### config.mk
export PLATFORM = sky130hd
export DESIGN_NAME = ps2_key_decoder
export DESIGN_NICKNAME = d
export VERILOG_FILES = /design/src/rtl/ps2_pkg.sv /design/src/rtl/ps2_event_fifo.sv /design/src/rtl/ps2_key_decoder.sv
export SDC_FILE = /design/constraint.sdc
export NUM_CORES = 1
export LEC_CHECK = 0
export BUFFER_PORTS_ARGS = -buffer_cell sky130_fd_sc_hd__buf_2
export CAP_MARGIN = 0
export CORE_ASPECT_RATIO = 2
export CORE_MARGIN = 4
export CORE_UTILIZATION = 50
export DETAILED_ROUTE_END_ITERATION = 12
export GPL_TIMING_DRIVEN = 0
export PLACE_DENSITY = 0.69
export SETUP_SLACK_MARGIN = 0.2
export SLEW_MARGIN = 20
export SYNTH_ARGS = -nofsm -noshare
export SYNTH_HDL_FRONTEND = slang
export SYNTH_SLANG_ARGS = --single-unit
### constraint.sdc
create_clock -name clk -period 3.7 [get_ports clk]
set_clock_uncertainty 0.1 [all_clocks]
set_input_delay 0.74 -clock clk [delete_from_list [all_inputs] [get_ports clk]]
set_output_delay 0.74 -clock clk [all_outputs]
set_load 0.03 [all_outputs]
### src/rtl/ps2_pkg.sv
// Shared scan-code constants, event word layout and parser state encoding
// for the PS/2 set-2 key decoder.
package ps2_pkg;

  localparam logic [7:0] SC_EXT    = 8'hE0;
  localparam logic [7:0] SC_BRK    = 8'hF0;
  localparam logic [7:0] SC_LSHIFT = 8'h12;
  localparam logic [7:0] SC_RSHIFT = 8'h59;
  localparam logic [7:0] SC_CTRL   = 8'h14;
  localparam logic [7:0] SC_CAPS   = 8'h58;
  localparam logic [7:0] SC_ERR_LO = 8'h00;
  localparam logic [7:0] SC_ERR_HI = 8'hFF;

  localparam int EV_W        = 13;
  localparam int EV_CODE_LSB = 0;
  localparam int EV_EXT_BIT  = 8;
  localparam int EV_BRK_BIT  = 9;
  localparam int EV_MODS_LSB = 10;

  // mods = {caps_lock, ctrl, shift}
  typedef struct packed {
    logic [2:0] mods;
    logic       brk;
    logic       ext;
    logic [7:0] code;
  } ev_t;

  typedef enum logic [1:0] {
    ST_IDLE    = 2'd0,
    ST_EXT     = 2'd1,
    ST_BRK     = 2'd2,
    ST_EXT_BRK = 2'd3
  } parse_state_t;

endpackage

### src/rtl/ps2_event_fifo.sv
// Synchronous event FIFO; output word is zero while empty.
// A push while full only succeeds when a pop happens in the same cycle.
module ps2_event_fifo
  import ps2_pkg::*;
#(
  parameter int DEPTH = 8,
  parameter int WIDTH = EV_W
) (
  input  logic             clk,
  input  logic             clrn,
  input  logic             push,
  input  logic [WIDTH-1:0] wdata,
  input  logic             pop,
  output logic [WIDTH-1:0] rdata,
  output logic             full,
  output logic             empty
);

  localparam int AW = $clog2(DEPTH);

  logic [WIDTH-1:0] mem [DEPTH];
  logic [AW:0]      wr_ptr;
  logic [AW:0]      rd_ptr;
  logic             do_push;
  logic             do_pop;

  // Extra pointer bit distinguishes full from empty when the indices match.
  assign empty   = (wr_ptr == rd_ptr);
  assign full    = (wr_ptr[AW] != rd_ptr[AW]) && (wr_ptr[AW-1:0] == rd_ptr[AW-1:0]);
  assign do_pop  = pop && !empty;
  assign do_push = push && (!full || do_pop);
  assign rdata   = empty ? '0 : mem[rd_ptr[AW-1:0]];

  always_ff @(posedge clk or negedge clrn) begin
    if (!clrn) begin
      wr_ptr <= '0;
      rd_ptr <= '0;
    end else begin
      if (do_push) wr_ptr <= wr_ptr + 1'b1;
      if (do_pop)  rd_ptr <= rd_ptr + 1'b1;
    end
  end

  always_ff @(posedge clk) begin
    if (do_push) mem[wr_ptr[AW-1:0]] <= wdata;
  end

endmodule

### src/rtl/ps2_key_decoder.sv
// PS/2 set-2 decoder: byte latched at edge k, event queued at k+1, visible the cycle after.
// Intake is one byte per two cycles; a full queue drops events and flags err_overflow.
module ps2_key_decoder
  import ps2_pkg::*;
#(
  parameter int CNT_W         = 8,
  parameter int FIFO_DEPTH    = 8,
  parameter bit REPEAT_FILTER = 1'b1
) (
  input  logic             clk,
  input  logic             clrn,
  input  logic [7:0]       ps2_byte,
  input  logic             ps2_ready,
  input  logic             ps2_overflow,
  output logic             ps2_nextdata_n,
  output logic             ev_valid,
  input  logic             ev_ready,
  output logic [7:0]       ev_code,
  output logic             ev_ext,
  output logic             ev_break,
  output logic [2:0]       ev_mods,
  output logic             shift,
  output logic             ctrl,
  output logic             caps_lock,
  output logic             key_down,
  output logic [7:0]       cur_code,
  output logic [CNT_W-1:0] press_count,
  input  logic             err_clr,
  output logic             err_overflow,
  output logic             err_code
);

  localparam logic [CNT_W-1:0] CNT_ONE = 1;

  logic [7:0]   byte_q;
  logic         byte_vld;
  parse_state_t state, state_nxt;
  logic         evt, bad_code, cur_ext, cur_brk;
  logic         lshift, rshift, lctrl, rctrl;
  logic         lshift_nxt, rshift_nxt, lctrl_nxt, rctrl_nxt, caps_nxt;
  logic [8:0]   key, held_key;
  logic         is_ls, is_rs, is_lc, is_rc, is_caps, is_mod, is_rep, drop_rep;
  logic         push, pop, full, empty, drop;
  ev_t          ev_in, ev_head;

  always_ff @(posedge clk or negedge clrn) begin
    if (!clrn) begin
      ps2_nextdata_n <= 1'b1;
      byte_vld       <= 1'b0;
      byte_q         <= '0;
    end else if (ps2_nextdata_n && ps2_ready) begin
      ps2_nextdata_n <= 1'b0;
      byte_vld       <= 1'b1;
      byte_q         <= ps2_byte;
    end else begin
      ps2_nextdata_n <= 1'b1;
      byte_vld       <= 1'b0;
    end
  end

  always_ff @(posedge clk or negedge clrn) begin
    if (!clrn) state <= ST_IDLE;
    else       state <= state_nxt;
  end

  always_comb begin
    state_nxt = state;
    evt       = 1'b0;
    bad_code  = 1'b0;
    cur_ext   = (state == ST_EXT) || (state == ST_EXT_BRK);
    cur_brk   = (state == ST_BRK) || (state == ST_EXT_BRK);
    if (byte_vld) begin
      if (byte_q == SC_EXT) begin
        state_nxt = ST_EXT;
      end else if (byte_q == SC_BRK) begin
        state_nxt = cur_ext ? ST_EXT_BRK : ST_BRK;
      end else if (byte_q == SC_ERR_LO || byte_q == SC_ERR_HI) begin
        bad_code  = 1'b1;
        state_nxt = ST_IDLE;
      end else begin
        evt       = 1'b1;
        state_nxt = ST_IDLE;
      end
    end
  end

  assign key      = {cur_ext, byte_q};
  assign is_ls    = evt && key == {1'b0, SC_LSHIFT};
  assign is_rs    = evt && key == {1'b0, SC_RSHIFT};
  assign is_lc    = evt && key == {1'b0, SC_CTRL};
  assign is_rc    = evt && key == {1'b1, SC_CTRL};
  assign is_caps  = evt && key == {1'b0, SC_CAPS};
  assign is_mod   = is_ls || is_rs || is_lc || is_rc || is_caps;
  assign is_rep   = evt && !is_mod && !cur_brk && key_down && (held_key == key);
  assign drop_rep = is_rep && REPEAT_FILTER;

  assign lshift_nxt = is_ls ? !cur_brk : lshift;
  assign rshift_nxt = is_rs ? !cur_brk : rshift;
  assign lctrl_nxt  = is_lc ? !cur_brk : lctrl;
  assign rctrl_nxt  = is_rc ? !cur_brk : rctrl;
  assign caps_nxt   = (is_caps && !cur_brk && !drop_rep) ? !caps_lock : caps_lock;

  // Event carries the modifier state as it stands after this event's own update.
  always_comb begin
    ev_in      = '0;
    ev_in.mods = {caps_nxt, lctrl_nxt | rctrl_nxt, lshift_nxt | rshift_nxt};
    ev_in.brk  = cur_brk;
    ev_in.ext  = cur_ext;
    ev_in.code = byte_q;
  end

  assign push = evt && !drop_rep;
  assign pop  = !empty && ev_ready;
  assign drop = push && full && !pop;

  always_ff @(posedge clk or negedge clrn) begin
    if (!clrn) begin
      lshift      <= 1'b0;
      rshift      <= 1'b0;
      lctrl       <= 1'b0;
      rctrl       <= 1'b0;
      caps_lock   <= 1'b0;
      key_down    <= 1'b0;
      held_key    <= '0;
      cur_code    <= '0;
      press_count <= '0;
    end else begin
      lshift    <= lshift_nxt;
      rshift    <= rshift_nxt;
      lctrl     <= lctrl_nxt;
      rctrl     <= rctrl_nxt;
      caps_lock <= caps_nxt;
      if (evt && !is_mod) begin
        if (!cur_brk) begin
          if (!is_rep) begin
            held_key <= key;
            cur_code <= byte_q;
            key_down <= 1'b1;
          end
        end else begin
          if (held_key == key) key_down <= 1'b0;
          press_count <= press_count + CNT_ONE;
        end
      end
    end
  end

  always_ff @(posedge clk or negedge clrn) begin
    if (!clrn) begin
      err_overflow <= 1'b0;
      err_code     <= 1'b0;
    end else begin
      if (ps2_overflow || drop) err_overflow <= 1'b1;
      else if (err_clr)         err_overflow <= 1'b0;
      if (bad_code)             err_code     <= 1'b1;
      else if (err_clr)         err_code     <= 1'b0;
    end
  end

  ps2_event_fifo #(.DEPTH(FIFO_DEPTH), .WIDTH(EV_W)) u_fifo (
    .clk   (clk),
    .clrn  (clrn),
    .push  (push),
    .wdata (ev_in),
    .pop   (pop),
    .rdata (ev_head),
    .full  (full),
    .empty (empty)
  );

  assign ev_valid = !empty;
  assign ev_code  = ev_head.code;
  assign ev_ext   = ev_head.ext;
  assign ev_break = ev_head.brk;
  assign ev_mods  = ev_head.mods;
  assign shift    = lshift | rshift;
  assign ctrl     = lctrl | rctrl;

endmodule
; ---- Yosys cells after proc, flatten, opt, wreduce, memory -nomap -nowiden
; Memories as Yosys holds them, arrays and structs flattened.
; Cells that the tools add are included.
[totals]
register_bits = 53
input_bits = 14
rom_bits = 0
latchBits = 0
out_inout_bits = 37
word_cells = 112
mem_count = 1
ramBits = 104
[mem_list]
columns = name, words, width, read_ports, rd_ports_with_merged_regs, wr, line_no
row1 = u_fifo.mem, 8, 13, 1, 0, 1, ps2_event_fifo.sv:21  ; logic [WIDTH-1:0] mem [DEPTH];
[op_classes]
bitwise_logic = 6
eq_ne = 17
n_reduce_logical = 41
n_shift = 0
n_div = 0
magnitude_cmp = 0
addsub = 3
mux = 27
multipliers = 0
[op_table]
columns = op, count
row1 = "== test 8 bit, second input constant", 3
row2 = two-way mux 1 bit, 24
row3 = logical AND 1 bit, 19
row4 = "== test 9 x 5 -> 1 bit, second input constant", 2
row5 = "== test 9 x 7 -> 1 bit, second input constant", 2
row6 = two-way mux 13 bit, 1
row7 = == test 9 bit, 1
row8 = "== test 9 bit, second input constant", 1
row9 = logical OR 1 bit, 9
row10 = "adder 4 x 1 -> 4 bit, second input constant", 2
row11 = "adder 8 x 1 -> 8 bit, second input constant", 1
row12 = zero test 8 bit, 1
row13 = zero test 1 bit, 7
row14 = AND reduction 3 bit, 2
row15 = "== test 2 bit, second input constant", 2
row16 = == test 4 bit, 1
row17 = two-way mux 2 bit, 2
row18 = bitwise OR 1 bit, 4
row19 = nonzero test 2 bit, 2
row20 = == test 3 bit, 1
row21 = "== test 2 x 1 -> 1 bit, second input constant", 1
row22 = "inequality test 2 x 1 -> 1 bit, second input constant", 1
row23 = "inequality test 2 bit, second input constant", 1
row24 = inverter 1 bit, 2
row25 = other kinds (2), 2

; ---- Depth between registers and ports, before layout
[logic_depth]
ltp_word = 22
depth_mapped = 8
depth_no_buf = 6

; ---- Cells and area by module
; A second synthesis with hierarchy kept.
[hier_totals]
cells_unflattened = 406
area_unflattened_um2 = 6451.2
[modules_own_cells]
columns = module, cells_per_inst, seq_area_each_um2, area_per_inst_um2, instances
row1 = ps2_event_fifo, 222, 3323.2, 4529.3, 1
row2 = ps2_key_decoder, 184, 927.1, 1921.8, 1

; ---- Worst setup path before layout
; OpenSTA, ideal clock, no wires.
[synth_path]
kind = register to register
from = reg byte_q[0]
to = mem u_fifo.mem[1][0] (netlist name) (enable)
t_arrival_ns = 2.995
n_path_buf = 2
required_time_ns = 3.178
period_less_slack_ns = 3.517
path_slack_ns = 0.183
setup_time_ns = 0.422
path_stages_with_launch = 8
cell_sequence = dfrtp_1 buf_4 nor4b_1 o2111ai_1 nand3_1 o211ai_1 buf_4 nor4b_1
[synth_via]
elab_chain_len = 21
word_cells_on_any_way = 34
cone_classes = eq/ne (9) / mux (6) / reduce/logical (19)
[synth_rtl]
columns = element, line_no
row1 = "start, declared", ps2_key_decoder.sv:35  ; logic [7:0] byte_q;
row2 = "start signal, assigned", ps2_key_decoder.sv:54  ; byte_q <= ps2_byte;
row3 = == test 8 bit or zero test 8 bit (tied branches), ps2_key_decoder.sv:77  ; end else if (byte_q == SC_ERR_LO || byte_q == SC_ERR_HI) begin
row4 = logical OR 1 bit, ps2_key_decoder.sv:77
row5 = two-way mux 1 bit, ps2_key_decoder.sv:77
row6 = two-way mux 1 bit, ps2_key_decoder.sv:75  ; end else if (byte_q == SC_BRK) begin
row7 = two-way mux 1 bit, ps2_key_decoder.sv:73  ; if (byte_q == SC_EXT) begin
row8 = two-way mux 1 bit, ps2_key_decoder.sv:72  ; if (byte_vld) begin
row9 = "logical AND 1 bit, on equally long branches", "ps2_key_decoder.sv:88, ps2_key_decoder.sv:89"
row10 = logical OR 1 bit (4 in series), ps2_key_decoder.sv:93  ; assign is_mod = is_ls || is_rs || is_lc || is_rc || is_caps;
row11 = zero test 1 bit, ps2_key_decoder.sv:94  ; assign is_rep = evt && !is_mod && !cur_brk && key_down && (held_key == key);
row12 = logical AND 1 bit (4 in series), ps2_key_decoder.sv:94
row13 = zero test 1 bit, n/a
row14 = logical AND 1 bit (*), ps2_key_decoder.sv:112  ; assign push = evt && !drop_rep;
row15 = logical AND 1 bit (*), ps2_event_fifo.sv:31  ; assign do_push = push && (!full || do_pop);
row16 = two-way mux 1 bit (*), ps2_event_fifo.sv:45  ; if (do_push) mem[wr_ptr[AW-1:0]] <= wdata;
row17 = two-way mux 1 bit (implied by the code) (*), ps2_event_fifo.sv:45
row18 = "end, declared", ps2_event_fifo.sv:21
; Every way passes the cells marked *; elsewhere a longest branch is shown, timed or not.

; ---- Worst setup path in the final report
[layout_path]
from = reg u_fifo.wr_ptr[1]
to = out ev_code[6]
[layout_via]
elab_chain_len = 2
[layout_rtl]
columns = element, line_no
row1 = "start, declared", ps2_event_fifo.sv:22  ; logic [AW:0] wr_ptr;
row2 = "start signal, assigned", ps2_event_fifo.sv:39  ; if (do_push) wr_ptr <= wr_ptr + 1'b1;
row3 = == test 4 bit, ps2_event_fifo.sv:28  ; assign empty = (wr_ptr == rd_ptr);
row4 = two-way mux 13 bit, ps2_event_fifo.sv:32  ; assign rdata = empty ? '0 : mem[rd_ptr[AW-1:0]];
row5 = "end, declared", ps2_key_decoder.sv:18  ; output logic [7:0] ev_code,
; No other way between the ends.

==> summary.md <==
| Metric | Value |
|---|---|
| Synthesized flop and latch total | 149 |
| Switching Share | 34.0% |
| Area of the multi-input gates | 0.00194 sq mm |
| Internal | 3.96 mW |
| Antenna violations before repair | 0 |
| Worst-path clk slew | 0.06 ns |
| CTS H-tree depth | 4 |
| Initial DRC count | 208 |
| RSZ-0062 raised after global routing | no |
| Netlist cell types | 45 |
| Routed length per placed instance | 21.0 um |
| Post-synthesis instance total | 382 |
| Max Cap Viol | 0 |
| GRT Total Usage | 19.2% |
| Leakage power | 2.94 nW |
| Crit path required time | 2.86 ns |
| Maximum operating frequency | 304 MHz |
| Nets | 485 |
| NetSw | 2.04 mW |
| Syn Area/Cell | 16.6 sq um |
| Pins over their slew limit | 0 |
| Commonest cells after routing, fill and taps aside | edfxtp_1, buf_2, dfrtp_1, mux4_2, nor2_1 |
| Synth async-reset ratio | 30.2% |
| Setup Crit Path Kind | flop to output port |
| Non-filler cells, final | 628 |
| VDD IR max | 0.000405 V |
| CTS root buffer | clkbuf_16 |
| Syn_nets | 399 |
| PwrDens | 792 mW/mm^2 |
| Starting Density | 51.6% |
| Crit-path max cell delay | 0.46 ns |
| Mapped Area | 0.00633 sq mm |
| Slew @ Worst Pin | 0.905 ns |
| Layout cells sized above 1 | 39.3% |
| Combinational power share | 34.1% |
| Period utilization | 88.9% |
| Critical-path cell list | clkbuf_1, xnor2_1, nand3_1, nor2b_2, clkbuf_2, nor2_1, buf_2 |
| Commonest register cell after synthesis | edfxtp_1 |
| Flop pwr share | 36.4% |
| HPWL after DPL | 9080 um |
| Worst rel slew slack | 39.7% |
| Post-layout util | 61.8% |
| Vias in the first global route | 3,772 |
| Worst-skew pair later-pin latency | 0.42 ns |
| Row count | 57 |
| Final setup TNS | 0 ns |
| Largest net degree at the start of global routing | 46 |
| Slowest library cell on the worst path | clkbuf_1 |
| Grt ovf | 0 |
| Setup crit start kind | flop |
| Final Hold Fails | 0 |
| Setup crit end kind | output port |
| Post-Place Cells | 595 |
| Via Count | 3,598 |
| Core ar. | 0.0123 sq mm |
| Clk network pwr share | 29.5% |
| Global placer's final weighted congestion | 0.852 |
| CP arrival | 2.45 ns |
| Endpoints failing setup | 0 |
| Register area | 0.00425 sq mm |
| Die Ht | 167 um |
| Area Growth Syn to Fin | 19.8% |
| Number of diodes | 0 |
| Via density | 5.73 |
| Pre-antenna DRT Iters | 4 |
| Min Tclk post-route | 3.29 ns |
| Fill cells | 922 |
| Place WS | 0.266 ns |
| Commonest non-fill, non-tap cell in the layout | edfxtp_1 |
| DRC Markers | 0 |
| Port bufs | 50 |
| Die width | 87.5 um |
| Die Area | 0.0146 sq mm |
| Reg2Reg Depth | 8 |
| CTS Buffer Depth | 2 |
| Sequential-to-total area share from yosys stat | 67.2% |
| IO Pins | 51 |
| Post-synth EDFFs | 104 |
| Num Clock Sinks | 149 |
| Outcome | finished, final reports clean |
| Crit Path Max Fanout | 10 |
| Total wire length | 13,200 um |
| First-pass GRT wire length | 20,700 um |
| Final ANT Viol Nets | 0 |
| Synth warn | 0 |
| Tightest Hold Check Type | input pin to async pin |
| Worst setup margin | 0.410 ns |
| WHS | 0.111 ns |
| CTS tree | built |
| CTS Buf Count | 17 |
## registers in the layout (all words and copies together) (netlist names)
signal	flops
state	2
byte_vld	1
err_overflow	1
u_fifo.mem	104
byte_q	8
key_down	1
lshift	1
u_fifo.rd_ptr	4
held_key	2
err_code	1
press_count	8
ps2_nextdata_n	1
u_fifo.wr_ptr	4
rctrl	1
caps_lock	1
lctrl	1
rshift	1
cur_code	7
## worst paths after layout
kind                             startpoint          endpoint  slack [ns]
setup / recovery           u_fifo.wr_ptr[1]        ev_code[6]        0.41
hold / removal                         clrn    press_count[5]        0.11
setup reg to reg                  byte_q[3]  u_fifo.mem[2][6]        0.47
hold reg to reg                    err_code          err_code        0.39
max in group asynchronous              clrn    ps2_nextdata_n        2.83
min in group clk                   err_code          err_code        0.39
## synthesized netlist by cell type (all sizes together), types with 2 or more instances
cell type / count / area share (%)
and3: 2 / 0.28
buf: 19 / 2.0
clkbuf: 13 / 0.81
dfrtp: 44 / 17
edfxtp: 104 / 49
ha: 3 / 0.59
inv: 8 / 0.47
mux2: 22 / 4.3
mux2i: 15 / 2.4
mux4: 26 / 9.3
nand2: 13 / 0.77
nand3: 9 / 0.91
nand4: 10 / 0.99
nor2: 24 / 1.7
nor2b: 3 / 0.30
nor3: 7 / 0.63
nor4: 5 / 0.49
nor4b: 4 / 0.55
nor4bb: 2 / 0.32
o211ai: 2 / 0.24
o21ai: 5 / 0.45
or3: 4 / 0.40
xnor2: 15 / 2.1
xor2: 12 / 1.7
## critical path: cells and delay by family (launching register included)
family | cells | cell delay [ns]
buffers and inverters | 3 | 0.96
and+or+nand+nor | 3 | 0.54
DFF | 1 | 0.35
xor gates and xnor gates | 1 | 0.18
## what timing repair did
| action | 4_1_cts | 5_1_grt |
|---|---|---|
| endpoints found under the setup margin | 14 | 42 |
| hold buffers | 0 | 0 |
| pin swaps | 0 | 0 |
| setup buffers | 0 | 0 |
| gates resized for setup | 3 | 11 |
## through the flow
step / total power, mW / instance area (sq um)
floorplan: 3.66 / 6330
global placement: 4.15 / 6760
detailed placement: 4.25 / 6900
CTS: 6.03 / 7520
global route: 6.28 / 7580
finish: 6.01 / 7580
## power groups by stage
stage | Clock [mW] | Sequential, mW | Combinational (mW)
final | 1.77 | 2.19 | 2.05
after global routing | 1.86 | 2.21 | 2.21
after CTS | 1.79 | 2.19 | 2.05
after detailed placement | 0 | 2.22 | 2.03
after global placement | 0 | 2.21 | 1.94
after floorplan | 0 | 2.19 | 1.46
## cells by family after synthesis
group,after synthesis,synth area share [%]
adder cells (fa/ha/maj),3,0.593
AND/OR/NAND/NOR,88,7.97
flip-flops,149,67.2
AO/OA/AOI/OAI,12,1.31
buffers and inverters,40,3.30
XOR/XNOR,27,3.74
multiplexers,63,15.9
## metal layers
layer / track usage [%] / vias to the layer above / part of all wire [%] / routed length, um
li1: - / 1616 / - / -
met2: 34.4 / 102 / 58 / 7630
met5: 0 / - / 0 / 0
met4: 6.81 / 0 / 1.8 / 238
met3: 3.71 / 15 / 4.1 / 540
met1: 22.2 / 1865 / 36 / 4760
## cell type report
type	count	area share (%)
inverters	8	0.396
clock inverters	14	2.33
multi-input cells	193	25.6
clock buffers	18	5.79
plain buffers	32	2.54
flip-flops and latches	149	56.1
repair buffers	67	4.85
well taps	147	2.43
No activity file was read; power rests on OpenSTA's default activity.
